[src/rtl/sram_bus_bridge_if.sv]
// Signal bundle between the core's SRAM-style port, the bridge and the valid/ready memory bus.
// Handshake: a request transfers on a cycle with req_valid && req_ready. Once req_valid rises, it and every
// req_* field stay stable until that transfer. rsp_valid is a one-cycle pulse, one per accepted request.
interface sram_bus_bridge_if #(
   parameter int ADDR_W = 32,
   parameter int DATA_W = 32
);
   logic                cpu_en;
   logic [DATA_W/8-1:0] cpu_wen;
   logic [ADDR_W-1:0]   cpu_addr;
   logic [DATA_W-1:0]   cpu_wdata;
   logic                cpu_flush;
   logic [DATA_W-1:0]   cpu_rdata;
   logic                cpu_stall;
   logic                bus_err;
   logic                req_valid;
   logic                req_ready;
   logic                req_we;
   logic [DATA_W/8-1:0] req_be;
   logic [ADDR_W-1:0]   req_addr;
   logic [DATA_W-1:0]   req_wdata;
   logic                rsp_valid;
   logic [DATA_W-1:0]   rsp_data;

   // Bridge view.
   modport master (
      input  cpu_en, cpu_wen, cpu_addr, cpu_wdata, cpu_flush,
      input  req_ready, rsp_valid, rsp_data,
      output cpu_rdata, cpu_stall, bus_err,
      output req_valid, req_we, req_be, req_addr, req_wdata
   );

   // Core plus memory-fabric view.
   modport slave (
      output cpu_en, cpu_wen, cpu_addr, cpu_wdata, cpu_flush,
      output req_ready, rsp_valid, rsp_data,
      input  cpu_rdata, cpu_stall, bus_err,
      input  req_valid, req_we, req_be, req_addr, req_wdata
   );
endinterface

[src/rtl/sram_bus_bridge.sv]
// Turns each single-cycle core SRAM access into one valid/ready bus transaction, stalling the core until
// the response returns; flushed accesses are completed on the bus but their response is dropped.
module sram_bus_bridge #(
   parameter int          ADDR_W   = 32,
   parameter int          DATA_W   = 32,
   parameter int          TIMEOUT  = 0,
   parameter logic [31:0] ERR_DATA = 32'hDEAD_BEEF
) (
   input  logic                clk,
   input  logic                rst,
   sram_bus_bridge_if.master   bus,
   output logic [1:0]          dbg_state
);
   localparam int BE_W  = DATA_W / 8;
   localparam int CNT_W = (TIMEOUT > 0) ? $clog2(TIMEOUT + 1) : 1;
   localparam logic [CNT_W:0]    TMO_LIMIT = (CNT_W + 1)'(TIMEOUT);
   localparam logic [DATA_W-1:0] ERR_VAL   = DATA_W'(ERR_DATA);

   // dbg_state encoding: 0 IDLE, 1 REQ, 2 WAIT, 3 DONE.
   typedef enum logic [1:0] {
      IDLE = 2'd0,
      REQ  = 2'd1,
      WAIT = 2'd2,
      DONE = 2'd3
   } state_t;

   state_t              state;
   state_t              state_next;
   logic [ADDR_W-1:0]   addr_q;
   logic [BE_W-1:0]     be_q;
   logic [DATA_W-1:0]   wdata_q;
   logic                we_q;
   logic [DATA_W-1:0]   rdata_q;
   logic                err_q;
   logic                discard;
   logic [CNT_W-1:0]    tmo_cnt;
   logic [CNT_W:0]      cnt_inc;

   logic launch;
   logic accept;
   logic kill;
   logic rsp_hit;
   logic tmo_hit;
   logic load_rsp;
   logic load_err;
   logic cnt_run;

   assign cnt_inc = {1'b0, tmo_cnt} + (CNT_W + 1)'(1);

   always_comb begin
      launch   = 1'b0;
      accept   = 1'b0;
      rsp_hit  = 1'b0;
      tmo_hit  = 1'b0;
      cnt_run  = 1'b0;
      // A flush in the same cycle as acceptance or response already counts as a kill.
      kill     = discard || bus.cpu_flush;
      state_next = state;
      unique case (state)
         IDLE: begin
            launch = bus.cpu_en && !bus.cpu_flush;
            if (launch) state_next = REQ;
         end
         REQ: begin
            accept = bus.req_ready;
            if (accept) state_next = WAIT;
         end
         WAIT: begin
            rsp_hit = bus.rsp_valid;
            tmo_hit = (TIMEOUT > 0) && !bus.rsp_valid && (cnt_inc == TMO_LIMIT);
            cnt_run = (TIMEOUT > 0) && ({1'b0, tmo_cnt} != TMO_LIMIT);
            if (rsp_hit || tmo_hit) state_next = kill ? IDLE : DONE;
         end
         DONE: state_next = IDLE;
         default: state_next = IDLE;
      endcase
      load_rsp = rsp_hit && !kill;
      load_err = tmo_hit && !kill;
   end

   always_ff @(posedge clk or posedge rst) begin
      if (rst) begin
         state <= IDLE;
      end else begin
         state <= state_next;
      end
   end

   always_ff @(posedge clk or posedge rst) begin
      if (rst) begin
         addr_q  <= '0;
         be_q    <= '0;
         wdata_q <= '0;
         we_q    <= 1'b0;
         discard <= 1'b0;
      end else if (launch) begin
         addr_q  <= bus.cpu_addr;
         be_q    <= bus.cpu_wen;
         wdata_q <= bus.cpu_wdata;
         we_q    <= |bus.cpu_wen;
         discard <= 1'b0;
      end else if ((state == REQ || state == WAIT) && bus.cpu_flush) begin
         discard <= 1'b1;
      end
   end

   // Counter saturates at TIMEOUT so it can never wrap back into range.
   always_ff @(posedge clk or posedge rst) begin
      if (rst) begin
         tmo_cnt <= '0;
      end else if (accept) begin
         tmo_cnt <= '0;
      end else if (cnt_run) begin
         tmo_cnt <= cnt_inc[CNT_W-1:0];
      end
   end

   always_ff @(posedge clk or posedge rst) begin
      if (rst) begin
         rdata_q <= '0;
         err_q   <= 1'b0;
      end else begin
         err_q <= load_err;
         if (load_rsp) begin
            rdata_q <= bus.rsp_data;
         end else if (load_err) begin
            rdata_q <= ERR_VAL;
         end
      end
   end

   assign bus.req_valid = (state == REQ);
   assign bus.req_addr  = addr_q;
   assign bus.req_be    = be_q;
   assign bus.req_wdata = wdata_q;
   assign bus.req_we    = we_q;
   assign bus.cpu_rdata = rdata_q;
   assign bus.bus_err   = err_q;
   assign bus.cpu_stall = ((state == IDLE) && bus.cpu_en && !bus.cpu_flush) ||
                          (state == REQ) || (state == WAIT);
   assign dbg_state     = state;
endmodule
[src/flat_wrapper.sv]
// flat-port wrapper written by rule: the top's interface ports become plain ports
module sram_bus_bridge_flat 
#(
   parameter int          ADDR_W   = 32,
   parameter int          DATA_W   = 32,
   parameter int          TIMEOUT  = 0,
   parameter logic [31:0] ERR_DATA = 32'hDEAD_BEEF
)
  (clk, rst, dbg_state, bus_cpu_en, bus_cpu_wen, bus_cpu_addr, bus_cpu_wdata, bus_cpu_flush, bus_req_ready, bus_rsp_valid, bus_rsp_data, bus_cpu_rdata, bus_cpu_stall, bus_bus_err, bus_req_valid, bus_req_we, bus_req_be, bus_req_addr, bus_req_wdata);
  sram_bus_bridge_if #(.ADDR_W(ADDR_W), .DATA_W(DATA_W)) bus_i ();
  input  logic clk;
  input  logic rst;
  output logic [1:0] dbg_state;
  input wire logic [$bits(bus_i.cpu_en)-1:0] bus_cpu_en;
  input wire logic [$bits(bus_i.cpu_wen)-1:0] bus_cpu_wen;
  input wire logic [$bits(bus_i.cpu_addr)-1:0] bus_cpu_addr;
  input wire logic [$bits(bus_i.cpu_wdata)-1:0] bus_cpu_wdata;
  input wire logic [$bits(bus_i.cpu_flush)-1:0] bus_cpu_flush;
  input wire logic [$bits(bus_i.req_ready)-1:0] bus_req_ready;
  input wire logic [$bits(bus_i.rsp_valid)-1:0] bus_rsp_valid;
  input wire logic [$bits(bus_i.rsp_data)-1:0] bus_rsp_data;
  output wire logic [$bits(bus_i.cpu_rdata)-1:0] bus_cpu_rdata;
  output wire logic [$bits(bus_i.cpu_stall)-1:0] bus_cpu_stall;
  output wire logic [$bits(bus_i.bus_err)-1:0] bus_bus_err;
  output wire logic [$bits(bus_i.req_valid)-1:0] bus_req_valid;
  output wire logic [$bits(bus_i.req_we)-1:0] bus_req_we;
  output wire logic [$bits(bus_i.req_be)-1:0] bus_req_be;
  output wire logic [$bits(bus_i.req_addr)-1:0] bus_req_addr;
  output wire logic [$bits(bus_i.req_wdata)-1:0] bus_req_wdata;
  assign bus_i.cpu_en = bus_cpu_en;
  assign bus_i.cpu_wen = bus_cpu_wen;
  assign bus_i.cpu_addr = bus_cpu_addr;
  assign bus_i.cpu_wdata = bus_cpu_wdata;
  assign bus_i.cpu_flush = bus_cpu_flush;
  assign bus_i.req_ready = bus_req_ready;
  assign bus_i.rsp_valid = bus_rsp_valid;
  assign bus_i.rsp_data = bus_rsp_data;
  assign bus_cpu_rdata = bus_i.cpu_rdata;
  assign bus_cpu_stall = bus_i.cpu_stall;
  assign bus_bus_err = bus_i.bus_err;
  assign bus_req_valid = bus_i.req_valid;
  assign bus_req_we = bus_i.req_we;
  assign bus_req_be = bus_i.req_be;
  assign bus_req_addr = bus_i.req_addr;
  assign bus_req_wdata = bus_i.req_wdata;
  sram_bus_bridge #(.ADDR_W(ADDR_W), .DATA_W(DATA_W), .TIMEOUT(TIMEOUT), .ERR_DATA(ERR_DATA)) u_core (.clk(clk), .rst(rst), .bus(bus_i), .dbg_state(dbg_state));
endmodule
[config.mk]
export PLATFORM = sky130hd
export DESIGN_NAME = sram_bus_bridge_flat
export DESIGN_NICKNAME = d
export VERILOG_FILES = /design/src/rtl/sram_bus_bridge_if.sv /design/src/rtl/sram_bus_bridge.sv /design/src/flat_wrapper.sv
export SDC_FILE = /design/constraint.sdc
export NUM_CORES = 1
export LEC_CHECK = 0
export BUFFER_PORTS_ARGS = -buffer_cell sky130_fd_sc_hd__buf_2
export CAP_MARGIN = 20
export CORE_AREA = 2 2 90 113
export CTS_CLUSTER_SIZE = 28
export DETAILED_ROUTE_END_ITERATION = 16
export DIE_AREA = 0 0 92 115
export GPL_TIMING_DRIVEN = 0
export PLACE_DENSITY = 0.78
export SLEW_MARGIN = 20
export SYNTH_ARGS = -nofsm -noshare
export SYNTH_HDL_FRONTEND = slang
export SYNTH_SLANG_ARGS = --single-unit
[constraint.sdc]
create_clock -name clk -period 3.84 [get_ports clk]
set_clock_uncertainty 0.05 [all_clocks]
set_input_delay 0.192 -clock clk [delete_from_list [all_inputs] [get_ports clk]]
set_output_delay 0.192 -clock clk [all_outputs]
set_load 0.1 [all_outputs]
### Word-level counts from Yosys, hierarchy flattened

Cells that the tools add are included.

* equal/unequal tests: 6
* muxes and demuxes: 9
* reduce and logical (&&, ||, !) cells: 15

Operators with widths (count)
* $mux 2: 4
* $pmux 2 s4: 1
* $logic_and 1x1->1: 5
* $eq 2x2->1 const B: 2
* $logic_or 1x1->1: 4
* $mux 1: 4
* $ne 2x2->1 const B: 2
* $reduce_or 4->1: 1
* $reduce_and 3->1: 1
* $eq 2x1->1 const B: 1
* $logic_not 1->1: 2
* $logic_not 2->1: 1
* $ne 2x1->1 const B: 1
* $reduce_bool 2->1: 1

* flip-flop bits (word level): 104
* output and inout port bits: 106
* word-level logic and storage cells: 37

### Longest topological paths before layout

Gate-level depths: netlist of run 1.

* depth after elaboration: 5
* depth in mapped cells: 7
* depth with buffers taken out: 5

### Worst setup path after synthesis of run 1

No wires, ideal clock.

* path kind: register to output
* start: register u_core.state[0], in the netlist u_core.dbg_state[0]
* end: output bus_cpu_stall
* arrival: 2.713 ns
* path slack: 0.885 ns
* cell stages (with the launch flop): 3
* cells stage by stage: dfrtp_1 > ha_1 > or3_1

* elaborated cells on any way between the ends: 7
* those cells by class: eq/ne: 2; reduce/logical: 5

RTL lines
* start, declared: line sram_bus_bridge.sv:27 `state_t state;`
* start signal, assigned: line sram_bus_bridge.sv:85 `state <= state_next;`
* $eq 2x1->1
* net bus_req_valid: line flat_wrapper.sv:25 `output wire logic [$bits(bus_i.req_valid)-1:0] bus_req_valid;`
* $logic_or 1x1->1: line sram_bus_bridge.sv:139 `assign bus.cpu_stall = ((state == IDLE) && bus.cpu_en && !bus.cpu_flush) ||`
* $logic_or 1x1->1: line sram_bus_bridge.sv:140 `(state == REQ) || (state == WAIT);`
* end, declared: line flat_wrapper.sv:23 `output wire logic [$bits(bus_i.cpu_stall)-1:0] bus_cpu_stall;`

The timed path passes the listed nets, and every way through them passes these cells.

### Worst setup path in the final report of run 1

* start: register u_core.state[1], in the netlist u_core.dbg_state[1]
* end: output bus_cpu_stall

* cells in the longest elaborated chain, start to end: 5
* elaborated cells on any way between the ends: 7
* those cells by class: eq/ne: 2; reduce/logical: 5

Ends and longest elaborated chain (line)
* $logic_not 2->1: sram_bus_bridge.sv:139
* $logic_and 1x1->1 (2 in a row): sram_bus_bridge.sv:139
* $logic_or 1x1->1: sram_bus_bridge.sv:139
* $logic_or 1x1->1 *: sram_bus_bridge.sv:140

Mark *: on every way between the ends. The rest lies on a longest branch, timed or not.

==> results_dict.tcl, run 1 <==
set metrics [dict create \
    preCtsSetupSlack_ns 1.94 \
    rsz0062_at_grt "false" \
    reg2reg_from "u_core.dbg_state[0]" \
    routed_wirelength_um 8810 \
    synth_cell_type_count 24 \
    max_cap_violations 0 \
    synth_seq_cells 104 \
    worst_pin_slew_ns 0.521 \
    synth.avg_cell_area_um2 17.1 \
    antenna_found_initial 0 \
    cp-start-kind "flip-flop" \
    cts_setup_buffers 0 \
    wire_per_inst_um 14.7 \
    nNetsFinal 579 \
    cts_root_buf "clkbuf_16" \
    grt_pass1_wl_um 14300 \
    slew_headroom_pct 65.5 \
    ys_async_sr_fraction_pct 100 \
    first_iter_violations 49 \
    netlist_top_cells_area "dfrtp_1 (62%), mux2_2 (19%), mux2_4 (11%)" \
    reg2reg_setup_slack_ns 1.92 \
    die_x_um 92 \
    synth_nets 356 \
    status "complete, no violations" \
    via_count 2816 \
    drt_pass1_iterations 4 \
    core_um2 9510 \
    gp_congestion 0.722 \
    h-tree-depth 3 \
    post-route-util_pct 60.5 \
    dp_hpwl_um 6820 \
    drc 0 \
    cts_buffers 9 \
    r2r-end "u_core.bus.cpu_rdata[10]" \
    drive_gt1_share_pct 72.3 \
    hold_viol 0 \
    num_antenna_cells 0 \
    synth_edf_count 0 \
    yosysTopAreaCellShare_pct 62.1 \
    start_util_pct 44.1 \
    ant_nets 0 \
    crit_end "bus_cpu_stall" \
    path_clk_slew_ns 0.07 \
    area_growth_syn_to_layout_pct 37.2 \
    cts_sinks 104 \
    portBuffers 210 \
    grt_max_degree 55 \
    slew_violations 0 \
    synth_area_um2 4190 \
    post-route-min-period_ns 2.10 \
    die_y_um 115 \
    setup_tns_ns 0 \
    grt-ovfl-total 0 \
    rr_worst_depth 7 \
    yosys.area.top_type "dfrtp_1" \
    ys_seq_area_share_pct 62.1 \
    cts_tree "done" \
    grt_usage_pct 17.1 \
    synth_warnings 0 \
    grt_pass1_vias 3023 \
    fmax_mhz 475 \
    crit_arrival_ns 1.86 \
    via_per_inst 4.70 \
    synth_commonest_cells "dfrtp_1 (104), mux2_2 (70), mux2_4 (30)" \
    synth_cells 245 \
    path_max_fanout 5 \
    clk_latency_ns 0.33 \
    setup_viol 0 \
    finalCritPeriodShare_pct 54.8 \
    whs_ns 0.0301 \
    rows 40 \
    crit_start "u_core.dbg_state[1]" \
    die_area_um2 10600 \
    layout_setup_ws_ns 1.74 \
    io_pins 212 \
    yosysMostFrequentCell "dfrtp_1" \
    min_path_type "primary input to flip-flop" \
    required_ns 3.60 \
    ys.flop_type "dfrtp_1" \
    clock_path_buffers 2 \
    cp-end-kind "output pin" \
    critical_path_class "flip-flop to output pin" \
]
[worst min-delay path by stage]
stage | cells after the start | start | slack [ns] | to
6_report | 2 | bus_rsp_data[25] | 0.03 | u_core.bus.cpu_rdata[25]
5_1_grt | 2 | bus_cpu_wdata[8] | 0.02 | u_core.bus.req_wdata[8]
4_1_cts | 2 | bus_cpu_addr[12] | 0.02 | u_core.bus.req_addr[12]
3_5_place_dp | 2 | rst | 0.21 | u_core.bus.cpu_rdata[0]
3_3_place_gp | 2 | bus_cpu_addr[3] | 0.37 | u_core.bus.req_addr[3]
2_1_floorplan | 1 | bus_rsp_data[0] | 0.29 | u_core.bus.cpu_rdata[0]
[logic make-up (layout without fill, tap and decap cells)]
kind of cell | Yosys count | in the layout | share of synthesized area [%]
DFF | 104 | 104 | 62.1
muxes | 101 | 101 | 29.8
buffers and inverters | 16 | 244 | 3.85
and+or+nand+nor | 13 | 13 | 1.91
adders and majority gates | 5 | 5 | 1.49
AOI/OAI and AO/OA | 5 | 5 | 0.806
other | 1 | 1 | 0.0894
[flip-flops by register name, summed over array words and instances (netlist names)]
register and count:
u_core.bus.cpu_rdata 32, u_core.bus.req_addr 32, u_core.bus.req_be 4, u_core.bus.req_wdata 32, u_core.bus.req_we 1, u_core.dbg_state 2
u_core.discard 1
[layout by cell type (no fill, tap or decap), types with 2 or more instances in the layout]
cell and instances:
buf_6 5, inv_6 2, dfrtp_1 104, ha_1 5, nand2_1 2, mux2_4 30
inv_1 3, nor2_1 3, buf_12 3, buf_4 4, clkinvlp_4 2, buf_2 210
mux2_2 70, nor2b_1 2, clkbuf_16 9
[worst max-delay path, cell delays in order (launching register included)]
cell     delay [ns]
dfrtp_1        0.41
inv_1          0.15
ha_1           0.25
inv_1          0.06
nor2_1         0.13
or3_1          0.11
buf_2          0.42
[metrics by stage]
step           instances  area [µm²]
5_1_grt              599        5750
6_report             599        5750
4_1_cts              599        5750
3_3_place_gp         581        5400
3_5_place_dp         582        5430
2_1_floorplan        245        4190
[final cells by class]
| class | count | area [µm²] |
|---|---|---|
| buffer | 12 | 146 |
| sequential | 104 | 2600 |
| clock inverter | 6 | 67.6 |
| clock buffer | 10 | 239 |
| timing repair buffer | 212 | 1090 |
| inverter | 4 | 20.0 |
| tap | 126 | 158 |
| multi-input combinational | 125 | 1430 |
| fill | 765 | 3760 |
[repair_timing]
item | CTS | global route
endpoints found under the hold margin | 50 | 0
resized for setup | 0 | 0
hold buffers | 1 | 0
[layer usage]
| layer | GRT usage (%) | wire length (µm) | share of wire [%] |
|---|---|---|---|
| met1 | 19.5 | 3350 | 38 |
| met4 | 8.06 | 180 | 2.0 |
| met5 | 0 | 0 | 0 |
| met2 | 29.9 | 4510 | 51 |
| met3 | 4.72 | 777 | 8.8 |
Power of run 1 is left out: the tool's default activity adds up to more than one toggle a clock period on the data nets, which glitch-free logic cannot reach.
==> inputs of run 2 (changes only) <==
==> constraint.sdc (replaced) <==
create_clock -name clk -period 2.2 [get_ports clk]
set_clock_uncertainty 0.05 [all_clocks]
set_input_delay 0.11 -clock clk [delete_from_list [all_inputs] [get_ports clk]]
set_output_delay 0.11 -clock clk [all_outputs]
set_load 0.1 [all_outputs]
==> results_dict.tcl, run 2 (same netlist as run 1, synthesis figures left out) <==
set metrics [dict create \
    status "complete, no violations" \
    num_antenna_cells 0 \
    worstHoldPathCells 3 \
    post-route-min-period_ns 2.02 \
    via_per_inst 4.71 \
    cts_setup_buffers 0 \
    rsz0062_at_grt "false" \
    cts_buffers 9 \
    cts_root_buf "clkbuf_16" \
    post-route-util_pct 71.4 \
    min_path_type "primary input to flip-flop" \
    h-tree-depth 3 \
    die_x_um 92 \
    start_util_pct 44.1 \
    worstHoldEndpoint "u_core.discard" \
    path_common_cell "inv_1" \
    die_area_um2 10600 \
    reg2reg_setup_slack_ns 0.23 \
    nNetsFinal 681 \
    hold_viol 0 \
    mostFrequentLayoutCells "buf_2 (209), dfrtp_1 (102), dlygate4sd3_1 (101), mux2_2 (70), mux2_4 (30)" \
    die_y_um 115 \
    area_growth_syn_to_layout_pct 61.9 \
    whs_ns 0.0253 \
    cts_sinks 104 \
    portBuffers 210 \
    io_pins 212 \
    routed_wirelength_um 11500 \
    max_stage_delay_ns 0.43 \
    fmax_mhz 496 \
    clock_path_buffers 2 \
    slowest_stage "dfrtp_2" \
    cp-end-kind "output pin" \
    drive_gt1_share_pct 60.2 \
    gp_congestion 0.733 \
    dp_hpwl_um 7030 \
    grt-ovfl-total 0 \
    critical_path_class "flip-flop to output pin" \
    grt_pass1_vias 3686 \
    path_max_fanout 5 \
    hold_start "bus_cpu_flush" \
    crit_chain "inv_1 > ha_1 > inv_1 > nor2_1 > or3_4 > clkbuf_4" \
    slew_violations 0 \
    finalCritPeriodShare_pct 91.6 \
    fillers 615 \
    clk_latency_ns 0.34 \
    crit_arrival_ns 1.86 \
    cts_tree "done" \
    grt_usage_pct 22.0 \
    via_count 3300 \
    required_ns 2.04 \
    slew_headroom_pct 65.2 \
    r2r-end "u_core.bus.cpu_rdata[23]" \
    crit_family "buffers and inverters" \
    max_cap_violations 0 \
    drt_pass1_iterations 4 \
    wire_per_inst_um 16.4 \
    first_iter_violations 64 \
    ant_nets 0 \
    grt_max_degree 33 \
    antenna_found_initial 0 \
    drc 0 \
    cp-start-kind "flip-flop" \
    core_um2 9510 \
    path_clk_slew_ns 0.07 \
    setup_tns_ns 0 \
    worst_pin_slew_ns 0.526 \
    rows 40 \
    layout_commonest_cell "buf_2" \
    cp_num_buf_inv 3 \
    grt_pass1_wl_um 18100 \
    rr_worst_depth 7 \
    setup_viol 0 \
    reg2reg_from "u_core.dbg_state[0]" \
]
run 2: cell types whose count changed in the layout (fill, tap and decap cells not counted), moves of 2 or more:
| cell | before | now |
|---|---|---|
| buf_12 | 3 | 5 |
| clkbuf_1 | 0 | 2 |
| dfrtp_1 | 104 | 102 |
| dfrtp_2 | 0 | 2 |
| dlygate4sd3_1 | 1 | 101 |
| inv_6 | 2 | 0 |
run 2: layout make-up:
| type | count | area (µm²) | share of cell area, % |
|---|---|---|---|
| Inverter | 4 | 18.8 | 0.276 |
| Clock buffer | 11 | 233 | 3.43 |
| Multi-Input combinational cell | 125 | 1440 | 21.2 |
| Buffer | 12 | 146 | 2.16 |
| Clock inverter | 5 | 58.8 | 0.866 |
| Tap cell | 126 | 158 | 2.32 |
| Timing Repair Buffer | 314 | 2130 | 31.4 |
| Sequential cell | 104 | 2610 | 38.4 |
run 2: worst reg2reg max path: stages (launching register included):
cell and delay [ns]:
dfrtp_2 0.43, inv_1 0.16, ha_1 0.18, nor3b_2 0.23
and2_1 0.17, buf_6 0.15, buf_12 0.15, mux2_4 0.31
run 2: worst max path at each step:
stage                                   start                        to  slack, ns  cells past startpoint
after floorplan           u_core.dbg_state[0]   u_core.bus.cpu_rdata[0]       0.06                      7
after global placement                    rst       u_core.dbg_state[0]       0.05                      2
after detailed placement  u_core.dbg_state[0]  u_core.bus.cpu_rdata[22]       0.26                      7
after CTS                 u_core.dbg_state[0]             bus_cpu_stall       0.06                      6
after global routing      u_core.dbg_state[0]             bus_cpu_stall       0.07                      6
final                     u_core.dbg_state[0]             bus_cpu_stall       0.18                      6
run 2: metal layers:
layer	up-vias	part of all wire, %	GRT usage, %
li1	1510	-	-
met5	-	0	0
met2	157	53	40.0
met1	1596	36	23.7
met4	0	3.7	12.6
met3	37	6.4	4.91
run 2: through the flow:
| step | instances | setup WS (ns) | instance area [µm²] |
|---|---|---|---|
| 6_report | 701 | 0.185 | 6790 |
| 5_1_grt | 701 | 0.0677 | 6790 |
| 4_1_cts | 701 | 0.0569 | 6790 |
| 3_5_place_dp | 584 | 0.259 | 5480 |
| 3_3_place_gp | 581 | 0.0539 | 5420 |
| 2_1_floorplan | 245 | 0.0592 | 4210 |
run 2: what timing repair did:
item,CTS,global route
hold buffers,101,0
endpoints found under the hold margin,118,0
setup endpoints to repair,0,1
gates resized for setup,0,1
Power of run 2 is left out for the same reason.
==> inputs of run 3 (changes only) <==
--- a/config.mk
+++ b/config.mk
@@ -5,12 +5,13 @@
 export SDC_FILE = /design/constraint.sdc
 export NUM_CORES = 1
 export LEC_CHECK = 0
+export ABC_AREA = 1
 export BUFFER_PORTS_ARGS = -buffer_cell sky130_fd_sc_hd__buf_2
-export CAP_MARGIN = 20
-export CORE_AREA = 2 2 90 113
+export CAP_MARGIN = 10
+export CORE_AREA = 2 2 89 113
 export CTS_CLUSTER_SIZE = 28
 export DETAILED_ROUTE_END_ITERATION = 16
-export DIE_AREA = 0 0 92 115
+export DIE_AREA = 0 0 91 115
 export GPL_TIMING_DRIVEN = 0
 export PLACE_DENSITY = 0.78
 export SLEW_MARGIN = 20
==> results_dict.tcl, run 3 <==
set metrics [dict create \
    mostFrequentLayoutCells "nand2_1 (248), buf_2 (227), dfrtp_1 (102), dlygate4sd3_1 (101), inv_1 (41)" \
    status "complete, no violations" \
    synth_commonest_cells "nand2_1 (249), dfrtp_1 (104), inv_1 (42)" \
    die_area_um2 10500 \
    slew_violations 0 \
    netlist_top_cells_area "dfrtp_1 (63%), nand2_1 (23%), o21ai_1 (3.9%)" \
    r2r-end "u_core.bus.req_wdata[24]" \
    clock_path_buffers 2 \
    cp-end-kind "output pin" \
    drive_gt1_share_pct 32.3 \
    min_path_type "primary input to flip-flop" \
    nNetsFinal 908 \
    finalCritPeriodShare_pct 94.6 \
    portBuffers 210 \
    critical_path_class "flip-flop to output pin" \
    ys_seq_area_share_pct 63.0 \
    grt_usage_pct 25.1 \
    antenna_found_initial 0 \
    core_um2 9410 \
    via_per_inst 4.61 \
    cts_root_buf "clkbuf_16" \
    fmax_mhz 480 \
    crit_start "u_core.dbg_state[0]" \
    synth_cells 472 \
    via_count 4274 \
    synth_seq_cells 104 \
    gp_congestion 0.777 \
    die_y_um 115 \
    hold_viol 0 \
    grt_use_met1_pct 27.3 \
    required_ns 2.04 \
    rows 40 \
    yosysTopAreaCellShare_pct 63.0 \
    drt_pass1_iterations 4 \
    io_pins 212 \
    layout_setup_ws_ns 0.118 \
    reg2reg_from "u_core.dbg_state[0]" \
    ys.flop_type "dfrtp_1" \
    grt_max_degree 36 \
    slew_headroom_pct 66.1 \
    clk_latency_ns 0.33 \
    synth_cell_type_count 17 \
    synth_area_um2 4130 \
    final_area_um2 6740 \
    first_iter_violations 215 \
    post-route-min-period_ns 2.08 \
    synth_top_family_by_area "simple AND/OR/NAND/NOR gates" \
    grt-ovfl-total 0 \
    synth-simple-area-share_pct 24.3 \
    crit_end "bus_cpu_stall" \
    grt_pass1_vias 4456 \
    die_x_um 91 \
    setup_viol 0 \
    cts_sinks 104 \
    path_clk_slew_ns 0.07 \
    max_cap_violations 0 \
    area_growth_syn_to_layout_pct 63.1 \
    post_dp_cell_area_um2 5420 \
    synth.avg_cell_area_um2 8.76 \
    wire_per_inst_um 14.3 \
    yosys.area.top_type "dfrtp_1" \
    synth_nets 583 \
    grtUsageMet2_pct 47.9 \
    crit_arrival_ns 1.92 \
    yosysMostFrequentCell "nand2_1" \
    synth_xor_area_share_pct 0 \
    synth_fa_ha_area_share_pct 1.51 \
    ys_async_sr_fraction_pct 100 \
    cp-start-kind "flip-flop" \
    dp_hpwl_um 8110 \
    grt_pass1_wl_um 20800 \
    h-tree-depth 3 \
    drc 0 \
    path_max_fanout 10 \
    layout_commonest_cell "nand2_1" \
    synth_warnings 0 \
    synth_edf_count 0 \
    synthMuxAreaShare_pct 0 \
    worst_pin_slew_ns 0.512 \
    ant_nets 0 \
    start_util_pct 43.9 \
    preCtsSetupSlack_ns 0.275 \
    busiest_layer "met2" \
    use_met3_pct 4.00 \
    routed_wirelength_um 13200 \
    reg2reg_setup_slack_ns 0.50 \
    synth_compound_area_share_pct 4.24 \
    cts_tree "done" \
    cts_buffers 9 \
    rr_worst_depth 8 \
]
run 3: through the flow:
| step | std cells | hold slack, ns | util (%) | TNS [ns] |
|---|---|---|---|---|
| 6_report | 927 | 0.0921 | 71.6 | 0 |
| 5_1_grt | 926 | 0.164 | 71.6 | -0.00369 |
| 4_1_cts | 926 | 0.0925 | 71.5 | 0 |
| 3_5_place_dp | 811 | 0.0885 | 57.6 | 0 |
| 3_3_place_gp | 808 | 0.256 | 56.9 | 0 |
| 2_1_floorplan | 472 | 0.170 | - | 0 |
run 3: metal layers:
| layer | up-vias | share of wire (%) |
|---|---|---|
| li1 | 2059 | - |
| met1 | 2005 | 38 |
| met2 | 178 | 54 |
| met3 | 32 | 5.1 |
| met4 | 0 | 2.9 |
| met5 | - | 0 |
run 3: cells by family after synthesis:
logic type	count (synthesis)
adder cells (fa/ha/maj)	5
flip-flops	104
buffers and inverters	65
AND/OR/NAND/NOR	262
AO/OA/AOI/OAI	35
other	1
run 3: cell type report:
cell class                 instances  area, µm²
clock buffer                      11        253
timing repair buffer             314       2130
clock inverter                     3       42.5
inverter                          44        169
buffer                            21        120
antenna                            1       2.50
tap                              126        158
multi-input combinational        303       1260
sequential                       104       2610
fill                             656       2670
run 3: worst max-delay path, cell delays in order, from the launching register on:
cell,delay (ns)
dfrtp_2,0.44
inv_1,0.14
ha_1,0.27
nand3_4,0.16
buf_2,0.23
nand2_2,0.07
buf_4,0.28
run 3: how the worst min path moves through the flow:
stage	start	end	slack [ns]	depth (start not counted)
floorplan	bus_cpu_addr[0]	u_core.bus.req_addr[0]	0.17	2
global placement	bus_cpu_wdata[2]	u_core.bus.req_wdata[2]	0.26	3
detailed placement	rst	u_core.bus.req_wdata[4]	0.09	2
CTS	bus_cpu_flush	u_core.discard	0.09	5
global route	bus_cpu_flush	u_core.discard	0.16	5
finish	bus_cpu_flush	u_core.discard	0.09	5
run 3: what timing repair did:
item | CTS | global route
endpoints found under the hold margin | 116 | 0
resized for setup | 1 | 1
buffers inserted | 0 | 0
setup endpoints to repair | 1 | 1
hold buffers | 101 | 0
Power of run 3 is left out for the same reason.
